==> src/rtl/uart_cmd_parser.sv <==
// uart_cmd_parser: turns ASCII command lines from the RX FIFO into display registers and answers each with K/E
module uart_cmd_parser #(
   parameter int TIMEOUT_CYCLES = 50_000_000,
   parameter int TO_W           = 26
) (
   input  logic        clk,
   input  logic        key_reset,
   input  logic [7:0]  rx_data,
   input  logic        rx_empty,
   output logic        rd_uart,
   input  logic        tx_full,
   output logic        wr_uart,
   output logic [7:0]  tx_data,
   output logic [15:0] sseg_val,
   output logic [9:0]  bar_level,
   output logic        warn,
   output logic        busy
);
   typedef enum logic [2:0] {IDLE, HEX, EOL, FLUSH, ACK} state_t;
   localparam logic [1:0] CMD_S = 2'd0, CMD_L = 2'd1, CMD_W = 2'd2;
   localparam logic [7:0] ST_K = 8'h4B, ST_E = 8'h45;
   state_t          state_q, state_d;
   logic [1:0]      cmd_q, cmd_d;
   logic [15:0]     sr_q, sr_d, sseg_q, sseg_d;
   logic [2:0]      cnt_q, cnt_d, need;
   logic [TO_W-1:0] to_q, to_d;
   logic [7:0]      status_q, status_d;
   logic [9:0]      bar_q, bar_d, therm;
   logic            warn_q, warn_d;
   logic            is_term, is_dig, is_hex, valid, timeout;
   logic [3:0]      nib;
   // state and datapath registers; reset drops any partial frame
   always_ff @(posedge clk or negedge key_reset) begin
      if (!key_reset) begin
         state_q  <= IDLE;
         cmd_q    <= CMD_S;
         sr_q     <= '0;
         cnt_q    <= '0;
         to_q     <= '0;
         status_q <= '0;
         sseg_q   <= '0;
         bar_q    <= '0;
         warn_q   <= 1'b0;
      end else begin
         state_q  <= state_d;
         cmd_q    <= cmd_d;
         sr_q     <= sr_d;
         cnt_q    <= cnt_d;
         to_q     <= to_d;
         status_q <= status_d;
         sseg_q   <= sseg_d;
         bar_q    <= bar_d;
         warn_q   <= warn_d;
      end
   end
   // classify the head byte and judge the value collected so far
   always_comb begin
      is_term = rx_data == 8'h0D || rx_data == 8'h0A;
      is_dig  = rx_data >= "0" && rx_data <= "9";
      is_hex  = is_dig || (rx_data >= "A" && rx_data <= "F") || (rx_data >= "a" && rx_data <= "f");
      nib     = is_dig ? rx_data[3:0] : rx_data[3:0] + 4'd9;
      need    = cmd_q == CMD_S ? 3'd4 : cmd_q == CMD_L ? 3'd2 : 3'd1;
      valid   = cmd_q == CMD_S || (cmd_q == CMD_L ? sr_q[7:0] <= 8'd10 : sr_q[3:0] <= 4'd1);
      therm   = ~(10'h3FF << sr_q[3:0]);
      timeout = rx_empty && to_q == TO_W'(TIMEOUT_CYCLES - 1);
   end
   // next state, frame assembly and the single register write per accepted frame
   always_comb begin
      state_d  = state_q;
      cmd_d    = cmd_q;
      sr_d     = sr_q;
      cnt_d    = cnt_q;
      status_d = status_q;
      sseg_d   = sseg_q;
      bar_d    = bar_q;
      warn_d   = warn_q;
      to_d     = rx_empty && state_q inside {HEX, EOL, FLUSH} ? to_q + 1'b1 : '0;
      case (state_q)
         IDLE: if (!rx_empty && (rx_data == "S" || rx_data == "L" || rx_data == "W")) begin
            state_d = HEX;
            cmd_d   = rx_data == "S" ? CMD_S : rx_data == "L" ? CMD_L : CMD_W;
            sr_d    = '0;
            cnt_d   = '0;
         end else if (!rx_empty && !is_term) state_d = FLUSH;
         HEX: if (timeout) begin
            state_d  = ACK;
            status_d = ST_E;
         end else if (!rx_empty && is_hex) begin
            sr_d  = {sr_q[11:0], nib};
            cnt_d = cnt_q + 3'd1;
            if (cnt_d == need) state_d = EOL;
         end else if (!rx_empty) state_d = FLUSH;
         EOL: if (timeout) begin
            state_d  = ACK;
            status_d = ST_E;
         end else if (!rx_empty && is_term) begin
            state_d  = ACK;
            status_d = valid ? ST_K : ST_E;
            if (valid && cmd_q == CMD_S) sseg_d = sr_q;
            if (valid && cmd_q == CMD_L) bar_d = therm;
            if (valid && cmd_q == CMD_W) warn_d = sr_q[0];
         end else if (!rx_empty) state_d = FLUSH;
         FLUSH: if (timeout || (!rx_empty && is_term)) begin
            state_d  = ACK;
            status_d = ST_E;
         end
         ACK: if (!tx_full) state_d = IDLE;
         default: state_d = IDLE;
      endcase
      if (state_d != state_q) to_d = '0;
   end
   // FIFO handshakes: pop in every consuming state, push once the TX FIFO has room
   always_comb begin
      rd_uart = key_reset && !rx_empty && state_q != ACK;
      wr_uart = key_reset && state_q == ACK && !tx_full;
      busy    = state_q != IDLE;
   end
   assign tx_data   = status_q;
   assign sseg_val  = sseg_q;
   assign bar_level = bar_q;
   assign warn      = warn_q;
endmodule

==> config.mk <==
export PLATFORM = sky130hd
export DESIGN_NAME = uart_cmd_parser
export DESIGN_NICKNAME = d
export VERILOG_FILES = /design/src/rtl/uart_cmd_parser.sv
export SDC_FILE = /design/constraint.sdc
export NUM_CORES = 1
export LEC_CHECK = 0
export CORE_MARGIN = 5
export CORE_UTILIZATION = 38
export CTS_BUF_LIST = sky130_fd_sc_hd__clkbuf_2 sky130_fd_sc_hd__clkbuf_4 sky130_fd_sc_hd__clkbuf_8
export DETAILED_ROUTE_END_ITERATION = 6
export HOLD_SLACK_MARGIN = 0.12
export PLACE_DENSITY = 0.7
export SYNTH_ARGS = -nofsm -noshare
export SYNTH_HDL_FRONTEND = slang
export SYNTH_SLANG_ARGS = --single-unit
export TNS_END_PERCENT = 30
==> constraint.sdc <==
create_clock -name clk -period 2.5 [get_ports clk]
set_input_delay 0.25 -clock clk [delete_from_list [all_inputs] [get_ports clk]]
set_output_delay 0.25 -clock clk [all_outputs]
set_load 0.005 [all_outputs]
=== After elaboration in Yosys (flattened, before gate mapping) ===
Index checks and enable logic that the tools add are counted.

* Bits in registers: 85
* Input port bits: 12
* Word-level logic and storage cells: 114
* Output and inout port bits: 38

* Bitwise operators: 2
* Shifts and indexed selects: 1
* Reduce and logical (&&, ||, !) cells: 37
* Add/subtract/negate cells: 3
* Multiplexer cells: 33
* Equal/unequal tests: 21
* Order comparisons: 8

{| class="wikitable"
|+ Operator list
! operator !! number
|-
| $mux 26 || 2
|-
| $mux 16 || 3
|-
| $mux 3 || 14
|-
| $mux 8 || 4
|-
| $pmux 16 s2 || 1
|-
| $add 26x1->26 const B || 1
|-
| $eq 26x26->1 const B || 1
|-
| $eq 8x7->1 const B || 3
|-
| $pmux 8 s3 || 1
|-
| $reduce_and 4->1 || 5
|-
| $eq 8x4->1 const B || 2
|-
| $ge 8x7->1 const B || 2
|-
| $le 8x7->1 const B || 2
|-
| $logic_and 1x1->1 || 16
|-
| $pmux 3 s5 || 1
|-
| $not 10->10 || 1
|-
| $shl 10x4->10 const A || 1
|-
| $ge 8x6->1 const B || 1
|-
| $le 8x4->1 const B || 1
|-
| $le 8x6->1 const B || 1
|-
| $mux 4 || 2
|-
| $logic_or 1x1->1 || 7
|-
| $eq 3x2->1 const B || 2
|-
| $mux 2 || 3
|-
| other kinds (22) || 28
|}

=== Logic depth before layout (Yosys ltp) ===
Gate-level depths: netlist of run 1.

* Depth after elaboration: 10
* Depth in mapped cells: 9
* Gate-level depth less buffers: 8

=== Least setup slack after synthesis of run 1 ===
No wires, ideal clock.

* Kind: input to register
* Start point: in rx_data[4]
* End point: reg warn_q (netlist: warn)
* Setup slack: 0.311 ns
* Library setup time: 0.125 ns
* Arrival: 2.065 ns
* Data required time: 2.375 ns
* Stages: 5
* Path buffers: 0
* Cell sequence: or3b_4 -> or3_4 -> or4_4 -> nor3_1 -> mux2_2

* Word-level cells in the longest chain between the ends: 4
* Elaborated cells between the ends (all ways): 5
* Those cells by class: eq/ne: 2; reduce/logical: 3

{| class="wikitable"
|+ Ends and longest elaborated chain
! element !! line !! text
|-
| start, declared || 8 || <nowiki>input logic [7:0] rx_data,</nowiki>
|-
| $eq 8x4->1 || 58 || <nowiki>is_term = rx_data == 8'h0D || rx_data == 8'h0A;</nowiki>
|-
| $logic_or 1x1->1 * || 58 ||
|-
| $logic_and 1x1->1 * || 96 || <nowiki>end else if (!rx_empty && is_term) begin</nowiki>
|-
| $reduce_and 4->1 (no source line) * || n/a ||
|-
| end signal, assigned || 53 || <nowiki>warn_q <= warn_d;</nowiki>
|-
| end, declared || 29 || <nowiki>logic warn_q, warn_d;</nowiki>
|}

Mark *: on every way between the ends. The rest lies on a longest branch, timed or not.
A chain may end at the register's enable or synchronous reset.

=== Worst setup path after layout of run 1 ===
* Start point: in rx_data[0]
* End point: reg warn_q (netlist: warn)

Same word-level chain as after synthesis.

==> run summary, run 1 <==
Outcome
* outcome: finished clean

Synth
* top cell type's share of synthesized area: 50.6%
* mean post-synth cell area: 9.97 um2
* Adder-Cell Fraction of Synth Area: 2.21%
* Synth Area in XOR/XNOR: 5.53%
* number of distinct library cells after synthesis: 57
* share of flip-flops with an asynchronous set or reset: 100%
* part of the Yosys area used for sequential elements: 50.6%
* largest family of logic cells by synthesized area: simple AND/OR/NAND/NOR gates
* count leader, synth: sky130_fd_sc_hd__dfrtp_1
* mux cell area share after synthesis: 5.63%
* cell type with the largest total area after synthesis: sky130_fd_sc_hd__dfrtp_1
* Post-synth EDFFs: 0
* Synthesis Warnings: 0
* most common library cells after synthesis: sky130_fd_sc_hd__dfrtp_1, sky130_fd_sc_hd__nor2_1, sky130_fd_sc_hd__o21ai_0
* prevailing post-synth register cell: sky130_fd_sc_hd__dfrtp_1
* synthesized instance count: 397
* Area contributors post-synth: sky130_fd_sc_hd__dfrtp_1, sky130_fd_sc_hd__o21ai_0, sky130_fd_sc_hd__mux2_2, sky130_fd_sc_hd__nor2_1, sky130_fd_sc_hd__xor2_1
* cell area after synthesis: 3960 um2
* complex-gate fraction of the synthesized area: 11.5%
* number of synthesized register bits: 80
* fraction of the mapped netlist area in simple logic gates: 20.3%

Routing
* Pre-Repair DR Iteration Count: 4
* post-detailed-route via-to-cell ratio: 5.07
* number of vias after detailed routing: 3065
* Total Routed Length: 8490 um
* drc violations: 0
* average routed wire per standard cell: 14.0 um
* number of DRC violations after detailed-routing iteration 0: 132
* remaining antenna violation count: 0

STA
* clock tree skew after final layout: 0.00755 ns
* Final Cycle Share: 94.5%
* RSZ-0062 raised after global routing: false
* worst-margin pin slew: 0.977 ns
* Slew Viols, Final: 0
* maximum frequency from static timing analysis: 423 MHz
* post-layout minimum cycle time: 2.36 ns
* setup total negative slack: 0 ns
* number of setup violations in the final report: 0
* remaining max-slew budget at the tightest pin: 34.9%
* Final Hold Viols: 0

Clock network
* clock sink count: 80
* number of setup buffers added after CTS: 0
* number of buffers created by CTS: 9
* insertion delay to the later sink of the worst-skew pair: 0.35 ns
* Clock transition at path regs: 0.08 ns
* maximum clock path buffer count: 2
* maximum level of the CTS H-tree: 3
* CTS tree: done
* root buf cell: sky130_fd_sc_hd__clkbuf_8

Floorplan
* IO Pins: 50
* die width: 112 um
* Total Die Area: 12600 um2
* effective utilization at floorplan: 38.7%
* die span in y: 112 um
* site row count: 37
* Std-Cell Core Area: 10200 um2

Placement
* Final Wtd Congestion: 0.831
* DP Area: 4740 um2
* number of port buffers: 46
* Final HPWL DP: 6100 um

Global route
* total routing usage reported by global routing: 13.8%
* antenna violations before repair: 0
* number of global-route vias before repair: 3028
* wire length of the first global-routing pass: 14500 um
* Overflow after GRT: 0
* pin count of the biggest net entering global routing: 79

Final layout
* synthesis-to-layout area growth: 25.0%
* utilization of the core after routing: 48.3%
* post-route cell area: 4950 um2
* ratio of cells with drive above 1 in the final layout: 17.7%
* net total in the final layout: 484
* n_diodes: 0

Pwr
* total power: 3.42 mW
* worst ir drop on vdd: 0.373 mV
* Static Leak: 2.20 nW
* power density of the placed cells: 692 nW/um2

Setup path
* endpoint class of the critical path: register
* type of the worst setup path: in2reg
* CP Launch Type: input pin
* setup slack, reg-to-reg: 0.28 ns
* worst path required time: 2.73 ns
* CP max FO: 4
* arrival time worst endpoint: 2.60 ns

Min path
* Min-Delay Path Class: in2async

Run
* Max-Cap Viols: 0

==> power by group <==
group	switching [mW]	leakage, nW	internal (mW)
combinational	0.451	1.04	0.366
sequential	0.198	1.07	1.47
clock	0.482	0.0921	0.461
total	1.13	2.20	2.29
==> cell type report <==
| type | count | area [um2] |
|---|---|---|
| fill | 919 | 5290 |
| sequential | 80 | 2000 |
| multi-input combinational | 284 | 1810 |
| timing repair buffer | 79 | 733 |
| tap | 136 | 170 |
| clock buffer | 9 | 124 |
| clock inverter | 6 | 67.6 |
| inverter | 11 | 41.3 |
==> state kept, by name, indices dropped and copies added, names as in the netlist, 2 cells and up <==
name / flops
state_q: 3
sr_q: 16
sseg_val: 16
bar_level: 10
to_q: 26
tx_data: 3
cnt_q: 3
cmd_q: 2
==> repair_timing <==
action	4_1_cts	5_1_grt
gates resized for setup	0	0
hold endpoints to repair	2	0
hold buffers	1	0
==> layout by cell type (no fill, tap or decap), types with 10 or more instances in the layout <==
cell and n:
sky130_fd_sc_hd__dfrtp_1 80, sky130_fd_sc_hd__nand3_1 13, sky130_fd_sc_hd__nor2_1 45, sky130_fd_sc_hd__buf_4 31, sky130_fd_sc_hd__xor2_1 15, sky130_fd_sc_hd__o21ai_0 43, sky130_fd_sc_hd__inv_1 11, sky130_fd_sc_hd__xnor2_1 10
sky130_fd_sc_hd__a21oi_1 10, sky130_fd_sc_hd__nand2_1 31, sky130_fd_sc_hd__mux2_2 18, sky130_fd_sc_hd__clkdlybuf4s50_1 45
==> worst max-delay path, cell delays in order <==
cell	delay [ns]
sky130_fd_sc_hd__clkdlybuf4s50_1	0.54
sky130_fd_sc_hd__ha_1	0.20
sky130_fd_sc_hd__mux2i_1	0.12
sky130_fd_sc_hd__or3_4	0.39
sky130_fd_sc_hd__or4_4	0.54
sky130_fd_sc_hd__nor3_1	0.22
sky130_fd_sc_hd__mux2_2	0.35
==> logic make-up (layout without fill, tap and decap cells) <==
logic type	Yosys count	in the layout
buf+inv	35	105
other cells	1	3
mux	20	20
compound gates	77	77
flops	80	80
fa+ha+maj	7	7
simple gates	152	152
xor+xnor	25	25
==> path summary, 6_finish.rpt <==
kind	to	from	cells past startpoint
max in group asynchronous	sr_q[14]$_DFFE_PN0P_	key_reset	3
max reg2reg	cnt_q[0]$_DFFE_PN0P_	state_q[0]$_DFF_PN0_	8
min	tx_data[3]$_DFFE_PN0P_	key_reset	2
max	warn$_DFFE_PN0P_	rx_data[0]	7
min reg2reg	tx_data[2]$_DFFE_PN0P_	tx_data[2]$_DFFE_PN0P_	1
min in group clk	tx_data[2]$_DFFE_PN0P_	tx_data[2]$_DFFE_PN0P_	1
==> layer usage <==
metal / GRT usage [%] / vias up / part of all wire, %
li1: - / 1510 / -
met1: 18.1 / 1490 / 46
met2: 23.3 / 52 / 50
met3: 2.48 / 13 / 2.6
met4: 4.49 / 0 / 1.5
met5: 0 / - / 0
==> per-stage QoR <==
stage / hold slack, ns / setup WS [ns] / instances
6_report: 0.274 / 0.138 / 605
3_3_place_gp: 0.0468 / -0.148 / 589
3_5_place_dp: 0.0502 / -0.220 / 589
2_1_floorplan: -0.0456 / 0.311 / 399
4_1_cts: 0.295 / 0.148 / 605
5_1_grt: 0.271 / 0.0379 / 605
No activity file was read; power rests on OpenSTA's default activity.
==> run 2: changes to the inputs <==
--- a/config.mk
+++ b/config.mk
@@ -10,7 +10,8 @@
 export CTS_BUF_LIST = sky130_fd_sc_hd__clkbuf_2 sky130_fd_sc_hd__clkbuf_4 sky130_fd_sc_hd__clkbuf_8
 export DETAILED_ROUTE_END_ITERATION = 6
 export HOLD_SLACK_MARGIN = 0.12
-export PLACE_DENSITY = 0.7
+export PLACE_DENSITY = 0.6
+export SLEW_MARGIN = 30
 export SYNTH_ARGS = -nofsm -noshare
 export SYNTH_HDL_FRONTEND = slang
 export SYNTH_SLANG_ARGS = --single-unit
==> run summary, run 2 (synthesized netlist as in run 1, its figures left out) <==
Floorplan
* site row count: 37, unchanged
* IO Pins: 50, unchanged
* Std-Cell Core Area: 10200 um2, unchanged
* die width: 112 um, unchanged
* effective utilization at floorplan: 38.7%, unchanged
* die span in y: 112 um, unchanged
* Total Die Area: 12600 um2, unchanged

Setup path
* CP Launch Type: input pin, unchanged
* setup slack, reg-to-reg: 0.27 ns, was 0.28 ns
* Crit path buffers/inverters: 1, unchanged
* number of cells on the worst reg-to-reg path: 8, unchanged
* Critical R2R Capture: cnt_q[0]$_DFFE_PN0P_, unchanged
* type of the worst setup path: in2reg, unchanged
* Slowest Stage Delay on Critical Path: 0.53 ns, was 0.54 ns
* CP max FO: 2, was 4
* endpoint class of the critical path: register, unchanged
* CP cell instances: clkdlybuf4s50_1 -> or3b_4 -> or3_4 -> or4_4 -> nor3_1 -> mux2_2, was clkdlybuf4s50_1 -> ha_1 -> mux2i_1 -> or3_4 -> or4_4 -> nor3_1 -> mux2_2
* crit path max-delay cell type: sky130_fd_sc_hd__or4_4, was sky130_fd_sc_hd__clkdlybuf4s50_1
* worst path required time: 2.74 ns, was 2.73 ns
* arrival time worst endpoint: 2.56 ns, was 2.60 ns
* r2r startpoint: state_q[1]$_DFF_PN0_, was state_q[0]$_DFF_PN0_
* delay-heaviest family, CP: simple AND/OR/NAND/NOR gates, unchanged

Routing
* number of DRC violations after detailed-routing iteration 0: 119, was 132
* remaining antenna violation count: 0, unchanged
* post-detailed-route via-to-cell ratio: 5.00, was 5.07
* number of vias after detailed routing: 3032, was 3065
* Pre-Repair DR Iteration Count: 4, unchanged
* Total Routed Length: 8670 um, was 8490 um
* drc violations: 0, unchanged
* average routed wire per standard cell: 14.3 um, was 14.0 um

Final layout
* synthesis-to-layout area growth: 24.9%, was 25.0%
* number of flip-flops under the largest register name: 26, unchanged
* ratio of cells with drive above 1 in the final layout: 17.9%, was 17.7%
* most frequent cells in the layout: sky130_fd_sc_hd__dfrtp_1, sky130_fd_sc_hd__nor2_1, sky130_fd_sc_hd__clkdlybuf4s50_1, unchanged
* sequential standard cell area: 2000 um2, unchanged
* total area of multi-input combinational cells: 1810 um2, unchanged
* net total in the final layout: 484, unchanged
* n_diodes: 0, unchanged
* Largest Register: to_q, unchanged
* post-route cell area: 4940 um2, was 4950 um2
* non-filler cells, final: 606, was 605
* total of fill cells in the finished design: 981, was 919
* most common library cell in the layout ignoring fill and taps: sky130_fd_sc_hd__dfrtp_1, unchanged

Clock network
* number of setup buffers added after CTS: 0, unchanged
* number of buffers created by CTS: 9, unchanged
* maximum level of the CTS H-tree: 3, unchanged
* CTS tree: done, unchanged
* cts hold-fix bufs: 1, unchanged
* clock sink count: 80, unchanged
* # resized after CTS: 0, unchanged
* maximum clock path buffer count: 2, unchanged
* Clock transition at path regs: 0.09 ns, was 0.08 ns
* root buf cell: sky130_fd_sc_hd__clkbuf_8, unchanged
* insertion delay to the later sink of the worst-skew pair: 0.35 ns, about the same

Placement
* number of port buffers: 46, unchanged
* Final HPWL DP: 6250 um, was 6100 um
* DP Area: 4740 um2, unchanged
* Final Wtd Congestion: 0.819, was 0.831
* Post-Place Cells: 589, unchanged

Pwr
* portion of total power attributed to combinational logic: 25.2%, was 23.9%
* proportion of power drawn by the clock network: 26.5%, was 27.5%
* P_int: 2.24 mW, was 2.29 mW
* net switching share of the total power: 34.4%, was 33.0%
* power density of the placed cells: 690 nW/um2, was 692 nW/um2
* Static Leak: 2.20 nW, about the same
* share of total power in sequential cells: 48.4%, was 48.6%
* worst ir drop on vdd: 0.307 mV, was 0.373 mV
* net switching power figure: 1.17 mW, was 1.13 mW

STA
* post-layout minimum cycle time: 2.32 ns, was 2.36 ns
* remaining max-slew budget at the tightest pin: 45.2%, was 34.9%
* Slew Viols, Final: 0, unchanged
* number of setup violations in the final report: 0, unchanged
* worst hold slack across all endpoints: 0.319 ns, was 0.274 ns
* worst-margin pin slew: 0.821 ns, was 0.977 ns
* Final Hold Viols: 0, unchanged
* clock tree skew after final layout: 0.0126 ns, was 0.00755 ns
* maximum frequency from static timing analysis: 431 MHz, was 423 MHz
* Final Cycle Share: 92.8%, was 94.5%
* RSZ-0062 raised after global routing: false, unchanged

Global route
* number of global-route vias before repair: 3146, was 3028
* pin count of the biggest net entering global routing: 67, was 79
* wire length of the first global-routing pass: 15100 um, was 14500 um
* total routing usage reported by global routing: 14.6%, was 13.8%
* Overflow after GRT: 0, unchanged
* antenna violations before repair: 0, unchanged

Min path
* Min-Delay Path Class: in2async, unchanged

Outcome
* outcome: finished clean, unchanged

Run
* Max-Cap Viols: 0, unchanged

==> run 2: changes by cell type in the layout (fill, tap and decap cells not counted), sizes merged <==
| cell | change |
|---|---|
| clkbuf | +1 |
| bufinv | -1 |
| clkinv | +1 |
==> run 2: worst reg2reg max path: stages, from the launching register on <==
cell and delay, ns:
sky130_fd_sc_hd__dfrtp_1 0.43, sky130_fd_sc_hd__or2_2 0.32, sky130_fd_sc_hd__nor2_1 0.21, sky130_fd_sc_hd__inv_1 0.12, sky130_fd_sc_hd__nor2_1 0.16, sky130_fd_sc_hd__o21ai_0 0.15
sky130_fd_sc_hd__o21a_1 0.14, sky130_fd_sc_hd__or2_2 0.32, sky130_fd_sc_hd__mux2_2 0.27
==> run 2: area by class of cell <==
type	instances	area share (%)
multi-input combinational	284	36.6
clock buffer	10	2.78
sequential	80	40.5
tap	136	3.44
timing repair buffer	79	14.8
inverter	11	0.835
clock inverter	6	1.01
==> run 2: worst max path at each step <==
stage / start / to / slack [ns] / cells past startpoint
after CTS: rx_data[3] / warn$_DFFE_PN0P_ / 0.18 / 6
final: rx_data[3] / warn$_DFFE_PN0P_ / 0.18 / 6
after floorplan: rx_data[4] / warn$_DFFE_PN0P_ / 0.31 / 5
after global placement: rx_data[3] / warn$_DFFE_PN0P_ / -0.14 / 6
after detailed placement: rx_data[3] / warn$_DFFE_PN0P_ / -0.20 / 6
after global routing: rx_data[0] / sr_q[0]$_DFFE_PN0P_ / 0.05 / 10
==> run 2: power by group through the flow <==
stage / clock [mW] / sequential [mW] / combinational (mW)
final: 0.902 / 1.65 / 0.857
after global routing: 0.980 / 1.68 / 0.969
after CTS: 0.922 / 1.65 / 0.862
after detailed placement: 0 / 1.67 / 0.858
after global placement: 0 / 1.66 / 0.842
after floorplan: 0 / 1.59 / 0.583
==> run 2: per-layer routing <==
metal | global-route usage, % | part of all wire [%]
met5 | 0 | 0
met4 | 5.05 | 1.1
met3 | 2.37 | 2.2
met2 | 23.8 | 48
met1 | 19.8 | 49
==> run 2: metrics by stage <==
step	utilization (%)	total power, mW	setup slack (ns)	setup TNS, ns
global route	48.3	3.63	0.0466	0
CTS	48.3	3.43	0.184	0
global placement	46.4	2.50	-0.135	-2.02
finish	48.3	3.41	0.180	0
detailed placement	46.4	2.53	-0.199	-3.09
floorplan	-	2.17	0.311	0
